===== config.mk =====
export PLATFORM = sky130hd
export DESIGN_NAME = receive_queue
export DESIGN_NICKNAME = d
export VERILOG_FILES = /design/src/rtl/receive_queue.sv
export SDC_FILE = /design/constraint.sdc
export NUM_CORES = 1
export LEC_CHECK = 0
export ABC_AREA = 1
export CORE_MARGIN = 5
export CORE_UTILIZATION = 57
export CTS_BUF_LIST = sky130_fd_sc_hd__clkbuf_8
export DETAILED_ROUTE_END_ITERATION = 7
export PLACE_DENSITY = 0.83
export SKIP_LAST_GASP = 1
export SLEW_MARGIN = 20
export SYNTH_ARGS = -nofsm -noshare
export SYNTH_HDL_FRONTEND = slang
export SYNTH_SLANG_ARGS = --single-unit
export TNS_END_PERCENT = 10

===== constraint.sdc =====
create_clock -name clk -period 5.2 [get_ports clk]
set_input_delay 0.78 -clock clk [delete_from_list [all_inputs] [get_ports clk]]
set_output_delay 0.78 -clock clk [all_outputs]
set_load 0.05 [all_outputs]

===== src/rtl/receive_queue.sv =====
// In-order request FIFO between the core's receive/avail issue port and the mailbox.
// Entries are presented oldest first over valid/ready; a pipeline flush discards all of them.
package receive_queue_pkg;

    typedef struct packed {
        logic [31:0] meta;
        logic [31:0] meta_mask;
        logic        is_avail;
        logic [4:0]  register;
        logic [7:0]  passthrough;
    } receive_queue_data_t;

endpackage

module receive_queue
    import receive_queue_pkg::*;
#(
    parameter int SIZE = 4,
    localparam int INDEX_WIDTH = $clog2(SIZE),
    localparam int COUNT_WIDTH = $clog2(SIZE + 1)
) (
    input  logic                   clk,
    input  logic                   rst_n,
    input  logic                   flush,
    input  logic                   core_receive_queue_valid,
    output logic                   receive_queue_core_ready,
    input  receive_queue_data_t    core_receive_queue_data,
    output logic                   receive_queue_mailbox_valid,
    input  logic                   mailbox_receive_queue_ready,
    output receive_queue_data_t    receive_queue_mailbox_data,
    output logic [COUNT_WIDTH-1:0] receive_queue_count,
    output logic                   receive_queue_empty
);

    receive_queue_data_t    storage [SIZE];
    logic [INDEX_WIDTH-1:0] head;
    logic [INDEX_WIDTH-1:0] tail;
    logic [COUNT_WIDTH-1:0] count;
    logic                   enq;
    logic                   deq;

    // Explicit wrap so a non-power-of-two SIZE never walks into unused slots.
    function automatic logic [INDEX_WIDTH-1:0] next_ptr(input logic [INDEX_WIDTH-1:0] ptr);
        return (ptr == INDEX_WIDTH'(SIZE - 1)) ? '0 : ptr + INDEX_WIDTH'(1);
    endfunction

    // Ready looks only at registered occupancy and flush, never at the mailbox side.
    assign receive_queue_core_ready    = !flush && (count != COUNT_WIDTH'(SIZE));
    assign receive_queue_mailbox_valid = !flush && (count != '0);
    assign receive_queue_mailbox_data  = storage[head];
    assign receive_queue_count         = count;
    assign receive_queue_empty         = (count == '0);

    assign enq = core_receive_queue_valid && receive_queue_core_ready;
    assign deq = receive_queue_mailbox_valid && mailbox_receive_queue_ready;

    // NOTE: sequential state uses non-blocking assignments so every register samples pre-edge values.
    always_ff @(posedge clk or negedge rst_n) begin
        if (!rst_n) begin
            head  <= '0;
            tail  <= '0;
            count <= '0;
        end else if (flush) begin
            head  <= '0;
            tail  <= '0;
            count <= '0;
        end else begin
            if (enq) tail <= next_ptr(tail);
            if (deq) head <= next_ptr(head);
            if (enq && !deq)
                count <= count + COUNT_WIDTH'(1);
            else if (deq && !enq)
                count <= count - COUNT_WIDTH'(1);
        end
    end

    // NOTE: storage has no reset; it is only read while count marks the slot valid.
    always_ff @(posedge clk) begin
        if (enq) storage[tail] <= core_receive_queue_data;
    end

endmodule


==> results of run 1 <==
==> how the worst min path moves through the flow <==
stage                                                  start                                 end  slack, ps
after CTS                                              rst_n  receive_queue_count[1]$_DFFE_PN0P_        530
after detailed placement  receive_queue_count[0]$_DFFE_PN0P_  receive_queue_count[0]$_DFFE_PN0P_        570
after global routing                                   rst_n  receive_queue_count[1]$_DFFE_PN0P_        540
after global placement    receive_queue_count[0]$_DFFE_PN0P_  receive_queue_count[0]$_DFFE_PN0P_        560
after floorplan                                        rst_n                 head[0]$_DFFE_PN0P_        480
final                                                  rst_n  receive_queue_count[2]$_DFFE_PN0P_        550
==> synth_stat cells <==
cell type / count / area (sq um)
xnor2_1: 1 / 8.76
nor2_1: 163 / 612
fa_1: 1 / 20.0
nor2_2: 1 / 6.26
o21ai_0: 105 / 526
inv_1: 14 / 52.6
a21boi_0: 1 / 7.51
buf_4: 4 / 30.0
buf_2: 10 / 50.1
o21ai_1: 56 / 280
nand2_2: 3 / 18.8
o22ai_1: 78 / 488
nand3_1: 7 / 35.0
nand2_1: 12 / 45.0
nand4_1: 1 / 6.26
inv_4: 1 / 6.26
edfxtp_1: 312 / 9370
dfrtp_1: 7 / 175
buf_6: 13 / 146
ha_1: 5 / 62.6
inv_2: 2 / 7.51
clkbuf_1: 20 / 75.1
clkbuf_2: 3 / 15.0
==> flip-flops by register name (all words and copies together) (netlist names) <==
signal,flops
storage,312
receive_queue_count,3
head,2
tail,2
==> metrics by stage <==
stage / setup WS [ps] / cell area, sq um / hold WS (ps) / total power [uW] / setup TNS [ps]
floorplan: -48.7 / 12000 / 484 / 5680 / -15210
global placement: 1890 / 13900 / 556 / 6780 / 0
detailed placement: 1860 / 13900 / 572 / 6840 / 0
CTS: 1240 / 14800 / 530 / 8650 / 0
global route: 1130 / 14800 / 543 / 8960 / 0
finish: 1290 / 14800 / 553 / 8580 / 0
==> critical path, stage by stage (launching register included) <==
cell and delay (ps):
dfrtp_4 500, inv_4 430, buf_4 490, nor2_1 110, o22ai_1 220, clkdlybuf4s50_1 830
==> power by group through the flow <==
| stage | sequential (uW) | clock, uW | combinational (uW) |
|---|---|---|---|
| after floorplan | 3110 | 0 | 2570 |
| after global placement | 3060 | 0 | 3720 |
| after detailed placement | 3070 | 0 | 3770 |
| after CTS | 3020 | 1840 | 3790 |
| after global routing | 3020 | 1960 | 3980 |
| final | 3020 | 1800 | 3770 |
==> layer usage <==
metal	up-vias	wire (um)	track usage [%]	part of all wire [%]
met4	0	440	6.04	1.7
met2	273	13400	36.5	52
met1	3656	9870	25.4	39
met5	-	0	0	0
li1	3449	-	-	-
met3	37	1860	5.17	7.3
==> cells by family after synthesis <==
logic type                 Yosys count  share of synthesized area, %
DFF                                319                          79.3
AOI/OAI and AO/OA                  240                          10.8
buffers and inverters               67                          3.18
adders and majority gates            6                         0.686
xor gates and xnor gates             1                        0.0727
and+or+nand+nor                    187                          6.01
==> layout by cell type, fill, tap and decap left out, types with 4 or more instances in the layout <==
cell type        Yosys  layout
dfrtp_1              7       5
clkinv_1             0       7
nand3_1              7       7
nand2_1             12      12
clkbuf_8             0      50
inv_1               14      40
o22ai_1             78      78
o21ai_0            105     105
buf_12               0       4
edfxtp_1           312     312
ha_1                 5       5
o21ai_1             56      56
buf_4                4       9
nor2_1             163     159
nor2_4               0       4
clkdlybuf4s50_1      0     166
==> area by class of cell <==
class	instances	share of cell area [%]
clock buffer	50	4.66
clock inverter	36	1.11
inverter	17	0.449
multi-input combinational	434	14.5
sequential	319	64.7
tap	275	2.33
timing repair buffer	179	12.3
==> impl_metrics.tcl, run 1 <==
set metrics [dict create \
    die_area_sq_um 24100 \
    sequentialPowerShare_pct 35.2 \
    max_slew.worst_pin.slew_ps 839 \
    synth_cell_types 23 \
    multi_input_area_sq_um 2150 \
    clk_pin_slew_worst_paths_ps 60 \
    dieWidth_um 155 \
    vias 7415 \
    core_area_sq_um 20900 \
    synth_cells 820 \
    power.density_nw_per_um2 581 \
    firstDrtPassIters 5 \
    clk_latency_ps 540 \
    cts_hold_buf 0 \
    grt_usage_pct 20.7 \
    antenna_found_initial 0 \
    vias_per_cell 5.66 \
    wl_um 25500 \
    cp-start-kind "register" \
    cts_setup_buffers 0 \
    final_hold_viol_count 0 \
    syn-cell-area_sq_um 12000 \
    dp_cells 1224 \
    ff_latch_area_sq_um 9550 \
    avgSynthCellArea_sq_um 14.7 \
    maxCapViolCount 0 \
    postRouteAntennaNets 0 \
    drv_slew 0 \
    worstHoldPathType "primary input to async pin" \
    overflow 0 \
    synthesis.nets 909 \
    synth_warnings 0 \
    rr_worst_depth 7 \
    setup-violations-final 0 \
    ys_ff_latch 319 \
    peakVddDrop_mv 0.677 \
    pwr-share-comb_pct 43.9 \
    grt_pass1_vias 7504 \
    clock_sinks 319 \
    seq_area_frac_synth_pct 79.3 \
    final.min_clock_period_ps 3910 \
    nets 1088 \
    diodes 0 \
    cts_made_buffers 48 \
    fmax_ghz 0.256 \
    std_cell_rows 53 \
    crit_end "receive_queue_mailbox_data[40]" \
    rsz0062_at_grt "no" \
    grt_max_degree 159 \
    outcome "completed" \
    intPower_uw 5020 \
    worst_setup_path_end_kind "output pin" \
    fin_cells 1310 \
    drive_gt1_share_pct 7.63 \
    r2r-end "storage[1][16]$_DFFE_PP_" \
    final_core_util_pct 70.7 \
    port_buffers 166 \
    crit_type "register to output pin" \
    crit_fanout 54 \
    cp.required_ps 4420 \
    p_sw_share_pct 41.6 \
    clock_skew_ps 12.9 \
    leakage_uw 0.00497 \
    cts_resized 0 \
    ios 167 \
    remaining_drc_errors 0 \
    slew-limit-headroom_pct 44.0 \
    cts_max_level 2 \
    n_fill_cell 1403 \
    start_util_pct 57.7 \
    die_h_um 155 \
    r2r_slack_ps 2940 \
    grt_pass1_wl_um 39300 \
    drt_iter0_drc 456 \
    cts-root-buf "clkbuf_8" \
    gp_congestion 0.810 \
    p_switching_uw 3570 \
    startpoint "head[0]$_DFFE_PN0P_" \
    dpl.hpwl_um 14500 \
    clk_path_buf_depth 3 \
    area_delta_synth_final_pct 22.6 \
    fin_crit_sh_pct 75.2 \
    cts_tree "yes" \
    wl_per_cell_um 19.5 \
    clock_power_share_pct 20.9 \
    arrival_ps 3130 \
    r2r-start "receive_queue_count[0]$_DFFE_PN0P_" \
]
Note: power is estimated with default switching activity, not from simulation.
==> inputs of run 2 (changes only) <==
CORE_UTILIZATION = 51   (was 57)
PLACE_DENSITY = 0.78   (was 0.83)
clock period = 3.5 ns   (was 5.2 ns; I/O delays follow)
==> impl_metrics.tcl, run 2 (same netlist as run 1, synthesis figures left out) <==
set metrics [dict create \
    outcome "completed" \
    vias_per_cell 5.34 \
    max_slew.worst_pin.slew_ps 891 \
    overflow 0 \
    grt_usage_pct 18.4 \
    firstDrtPassIters 5 \
    cts_max_level 2 \
    port_buffers 166 \
    path_delay_family "buffers and inverters" \
    remaining_drc_errors 0 \
    die_h_um 164 \
    drv_slew 0 \
    gp_congestion 0.747 \
    rsz0062_at_grt "no" \
    cts_hold_buf 0 \
    power.density_nw_per_um2 912 \
    dieWidth_um 164 \
    core_area_sq_um 23300 \
    postRouteAntennaNets 0 \
    layout_setup_ws_ps 308 \
    cp.required_ps 2970 \
    path_cells "inv_4 > buf_12 > o21ai_0 > o22ai_1 > buf_12" \
    leakage_uw 0.00539 \
    grt_max_degree 80 \
    final_hold_viol_count 0 \
    final.min_clock_period_ps 3190 \
    dpl_cell_area_sq_um 14800 \
    worst_setup_path_end_kind "output pin" \
    worstHoldPathType "primary input to async pin" \
    fin_crit_sh_pct 91.2 \
    largest_reg_flops 312 \
    nets 1091 \
    diodes 0 \
    drive_gt1_share_pct 15.9 \
    die_area_sq_um 26800 \
    arrival_ps 2670 \
    fin_cells 1355 \
    critPathSlowestCell "dfrtp_4" \
    grt_pass1_vias 7348 \
    cts_resized 0 \
    clk_path_buf_depth 3 \
    maxCapViolCount 0 \
    dp_cells 1270 \
    cp.buffers_inverters 3 \
    crit_path_frequent_cell "buf_12" \
    final_common_cell "edfxtp_1" \
    post-route-cell-area_sq_um 15600 \
    grt_pass1_wl_um 38700 \
    wl_um 24800 \
    antenna_found_initial 1 \
    drt_iter0_drc 467 \
    vias 7240 \
    std_cell_rows 56 \
    cts_tree "yes" \
    layout_common_cells "edfxtp_1 (312), nor2_1 (159), o21ai_0 (105), clkdlybuf4s50_1 (88), buf_12 (83)" \
    fin_setup_tns_ps 0 \
    clk_pin_slew_worst_paths_ps 60 \
    slew-limit-headroom_pct 40.6 \
    crit_fanout 57 \
    area_delta_synth_final_pct 29.8 \
    ios 167 \
    cts_setup_buffers 0 \
    cts-root-buf "clkbuf_8" \
    peakVddDrop_mv 0.830 \
    regMostFlops "storage" \
    start_util_pct 51.6 \
    fmax_ghz 0.313 \
    cp-start-kind "register" \
    clk_latency_ps 540 \
    dpl.hpwl_um 14100 \
    setup-violations-final 0 \
    clock_sinks 319 \
    wl_per_cell_um 18.3 \
    max_stage_delay_ps 640 \
    final_core_util_pct 67.0 \
    cts_made_buffers 49 \
    crit_type "register to output pin" \
    n_fill_cell 1599 \
    pre_cts_ws_ps 860 \
    clock_skew_ps 19.6 \
]
## run 2: stage by stage
stage / total power, uW / hold WS, ps
after detailed placement: 11700 / 577
after global placement: 11600 / 556
after global routing: 14900 / 243
after floorplan: 8440 / 229
final: 14300 / 268
after CTS: 14400 / 239
## run 2: final timing paths
path	from	to	slack [ps]	cells after the start
max	head[0]$_DFFE_PN0P_	receive_queue_mailbox_data[15]	310	5
min	rst_n	tail[0]$_DFFE_PN0P_	270	1
max reg2reg	receive_queue_count[0]$_DFFE_PN0P_	receive_queue_count[2]$_DFFE_PN0P_	1500	13
min reg2reg	receive_queue_count[0]$_DFFE_PN0P_	receive_queue_count[0]$_DFFE_PN0P_	590	2
max in group asynchronous	rst_n	head[0]$_DFFE_PN0P_	2950	1
min in group clk	receive_queue_count[0]$_DFFE_PN0P_	receive_queue_count[0]$_DFFE_PN0P_	590	2
## run 2: where the power goes
group / total, uW / internal [uW] / switching, uW
Clock: 2670 / 1370 / 1310
Combinational: 7060 / 2850 / 4210
Sequential: 4530 / 4410 / 113
Total: 14300 / 8630 / 5630
## run 2: routing by layer
layer / part of all wire [%] / vias up / track usage [%]
met2: 51 / 221 / 31.8
li1: - / 3462 / -
met5: 0.052 / - / 0
met1: 41 / 3517 / 23.3
met3: 7.1 / 38 / 4.97
met4: 1.8 / 2 / 4.69
## run 2: cell type report
cell class / count / area [sq um] / share of cell area (%)
sequential: 319 / 9550 / 61.1
tap: 319 / 399 / 2.55
clock inverter: 33 / 139 / 0.888
inverter: 17 / 66.3 / 0.424
multi-input combinational: 434 / 2150 / 13.7
clock buffer: 52 / 716 / 4.58
timing repair buffer: 181 / 2620 / 16.7
